**config.mk**
```make
export PLATFORM = sky130hd
export DESIGN_NAME = sync_counter
export DESIGN_NICKNAME = d
export VERILOG_FILES = /design/src/rtl/sync_counter.sv
export SDC_FILE = /design/constraint.sdc
export NUM_CORES = 1
export LEC_CHECK = 0
export BUFFER_PORTS_ARGS = -buffer_cell sky130_fd_sc_hd__buf_2
export CAP_MARGIN = 25
export CORE_ASPECT_RATIO = 0.8
export CORE_UTILIZATION = 29
export CTS_CLUSTER_DIAMETER = 40
export DETAILED_ROUTE_END_ITERATION = 10
export MAX_ROUTING_LAYER = met4
export PLACE_DENSITY = 0.47
export SLEW_MARGIN = 5
export SYNTH_ARGS = -nofsm -noshare
export SYNTH_HDL_FRONTEND = slang
export SYNTH_SLANG_ARGS = --single-unit
```
**constraint.sdc**
```tcl
create_clock -name clk -period 1.7 [get_ports clk]
set_input_delay 0.34 -clock clk [delete_from_list [all_inputs] [get_ports clk]]
set_output_delay 0.34 -clock clk [all_outputs]
set_load 0.05 [all_outputs]
```
**src/rtl/sync_counter.sv**
```systemverilog
// Free-running binary up-counter with terminal-count, Gray copy
// and a wrap-event counter.
module sync_counter #(
  parameter int WIDTH  = 4,
  parameter int WRAP_W = 8
) (
  input  logic              clk,
  input  logic              reset,
  output logic [WIDTH-1:0]  count,
  output logic [WIDTH-1:0]  count_gray,
  output logic              tc,
  output logic              wrap,
  output logic [WRAP_W-1:0] wrap_count
);

  localparam logic [WIDTH-1:0]  MAX  = '1;
  localparam logic [WIDTH-1:0]  ONE  = WIDTH'(1);
  localparam logic [WRAP_W-1:0] WONE = WRAP_W'(1);

  logic [WIDTH-1:0] nxt;

  assign nxt = count + ONE;
  assign tc  = (count == MAX);

  // Gray copy is derived from the next value so it stays in phase
  always_ff @(posedge clk) begin
    if (reset) begin
      count      <= '0;
      count_gray <= '0;
      wrap       <= 1'b0;
      wrap_count <= '0;
    end else begin
      count      <= nxt;
      count_gray <= nxt ^ (nxt >> 1);
      wrap       <= tc;
      if (tc)
        wrap_count <= wrap_count + WONE;
    end
  end

endmodule

```
==> run summary <==
DRC - 0
Skew-Pair Late Insertion Delay - 290 ps
Ys Warns - 0
Avg Inst Size Synth - 9.42 µm²
# H-tree levels - 1
worst hold path class - in2reg
layout cells sized above 1 - 0.330
VDD IR max - 459 µV
die footprint - 0.00254 mm²
antenna-violating nets left - 0
relative slew slack - 0.806
Final Power - 763 µW
I/O Pins - 20
setup TNS - 0 ps
n_diodes - 0
largest net degree at the start of global routing - 17
Async SR Flop Fraction - 0
pre-CTS WS - 225 ps
Overflow after GRT - 0
number of global-route vias before repair - 453
status - finished clean
top-area cell type share of the netlist area - 0.472
crit start category - flop
Power Density - 901 mW/mm²
Overall Global Routing Usage - 0.114
final worst path period share - 0.945
Syn-to-layout area delta - 24.9%
Final min period - 1610 ps
DR WL/cell - 10.9 µm
Distinct cells, synth - 22
hpwl dp - 937 µm
Yosys reg bits - 16
sequential share of the synthesized area - 0.472
max-cap violation count - 0
Final Hold Viols - 0
CTS buffer count - 3
DRT iter0 DRCs - 12
Setup CP Type - reg2out
Initial Utilization - 0.311
Mapped Area - 678 µm²
final setup vio count - 0
CTS clk-pin slew, worst paths - 100 ps
TritonRoute pass-1 iters - 4
PortBufs - 19
post-synth top area cell - dfxtp_1
post-route cell area - 847 µm²
most frequently used flop master after synthesis - dfxtp_1
Tightest Pin Transition - 292 ps
Post-synth EDFFs - 0
antenna violations before repair - 0
Hold Buf Count CTS - 0
Layout Skew - 8.18 ps
Die X - 56.1 µm
Routed WL - 1.30 mm
CP max FO - 10
routed vias - 577
postcts setup bufs - 0
Fmax - 622 MHz
first-pass GRT wire length - 2.06 mm
GPL Wtd Cong - 0.719
RSZ-0062 raised after global routing - false
Via density - 4.85
area of the core - 0.00218 mm²
CP required - 1360 ps
die height - 45.3 µm
syn_nets - 76
num rows - 15
TritonCTS clock tree - built
largest cells by area after synthesis - dfxtp_1, xor2_1, nor2_1
CTS Root Cell - clkbuf_4
Mapped Cells - 72
max-slew violations - 0
Final WS setup - 93.0 ps
fill cell count - 232
CTS max path bufs - 2
fin nets - 99
Post-Place Cell Area - 800 µm²
CP Capture Type - primary output
TritonCTS Sinks - 16
Leak Pwr - 0.384 nW
critical path arrival - 1270 ps
==> routing by layer <==
metal,up-vias,global-route usage,part of all wire
met5,-,-,0
met4,0,0.0439,0.012
met3,2,0.0516,0.065
met2,15,0.152,0.40
met1,265,0.150,0.52
li1,295,-,-
==> registers in the layout, indices dropped and copies added, names as in the netlist <==
| signal | cells |
|---|---|
| count | 4 |
| count_gray | 3 |
| wrap | 1 |
| wrap_count | 8 |
==> where the power goes <==
part | total, mW | internal [mW] | switching, mW | leakage [nW]
clock network | 0.249 | 0.130 | 0.118 | 0.0210
registers | 0.399 | 0.390 | 0.00863 | 0.131
logic | 0.116 | 0.0313 | 0.0846 | 0.232
total | 0.763 | 0.552 | 0.211 | 0.384
==> logic make-up after synthesis <==
group                    count (synthesis)  synth area share
multiplexers                             1            0.0148
flip-flops                              16             0.472
buffers and inverters                    8            0.0719
XOR/XNOR                                 7            0.0904
AND/OR/NAND/NOR                         27             0.221
AO/OA/AOI/OAI                           11            0.0923
adder cells (fa/ha/maj)                  2            0.0369
==> cells in the mapped netlist, types with 3 or more instances <==
cell and number:
a21oi_1 6, buf_4 3, dfxtp_1 16, inv_1 3
nand2_1 3, nand4_1 4, nor2_1 9, o31ai_1 3
or4_1 3, xor2_1 6
==> final cells by class <==
class	instances	area (µm²)	share of cell area
tap	25	31.3	0.0369
sequential	16	325	0.384
clock buffer	4	36.3	0.0428
multi-input combinational	48	312	0.368
inverter	3	11.3	0.0133
timing repair buffer	23	131	0.155
==> metrics by stage <==
stage | util | cells | hold slack [ps]
after floorplan | - | 72 | 404
after global routing | 0.389 | 119 | 393
after global placement | 0.367 | 115 | 451
final | 0.389 | 119 | 405
after detailed placement | 0.367 | 115 | 460
after CTS | 0.385 | 119 | 397
==> repair_timing <==
item / 4_1_cts / 5_1_grt
endpoints found under the hold margin: 0 / 0
gates cloned: 0 / 0
endpoints found under the setup margin: 1 / 1
resized for setup: 1 / 3
==> worst paths after layout <==
path / end / slack [ps] / cells after the start / from
worst min-delay path: count_gray[1] / 400 / 2 / reset
worst max register to register: wrap_count[7] / 250 / 4 / count[0]
worst min register to register: count[0] / 460 / 1 / count[0]
worst max-delay path: tc / 90 / 4 / count[0]
==> cells in the final DEF, fill, tap and decap left out <==
cell / netlist / final
xor2_1: 6 / 6
dfxtp_4: 0 / 1
nand3_1: 2 / 2
xnor2_1: 1 / 1
nand2_1: 3 / 3
nor2b_1: 1 / 1
dfxtp_2: 0 / 1
buf_6: 1 / 1
or3_1: 2 / 2
o31ai_1: 3 / 3
ha_2: 0 / 1
nand3_4: 1 / 1
ha_1: 2 / 1
o21ai_0: 2 / 2
nand4_1: 4 / 4
dfxtp_1: 16 / 14
or4_1: 3 / 3
buf_4: 3 / 4
clkbuf_8: 0 / 1
nor3_1: 1 / 1
inv_1: 3 / 3
buf_2: 0 / 18
nor2_1: 9 / 9
a21oi_1: 6 / 6
mux2i_1: 1 / 1
and3_1: 1 / 1
clkbuf_4: 0 / 3
==> critical path, cell delays in order, from the launching register on <==
cell and delay [ps]:
dfxtp_4 380, ha_2 200, nand3_4 140, inv_1 100
buf_6 150
(Power assumes the default switching activity.)
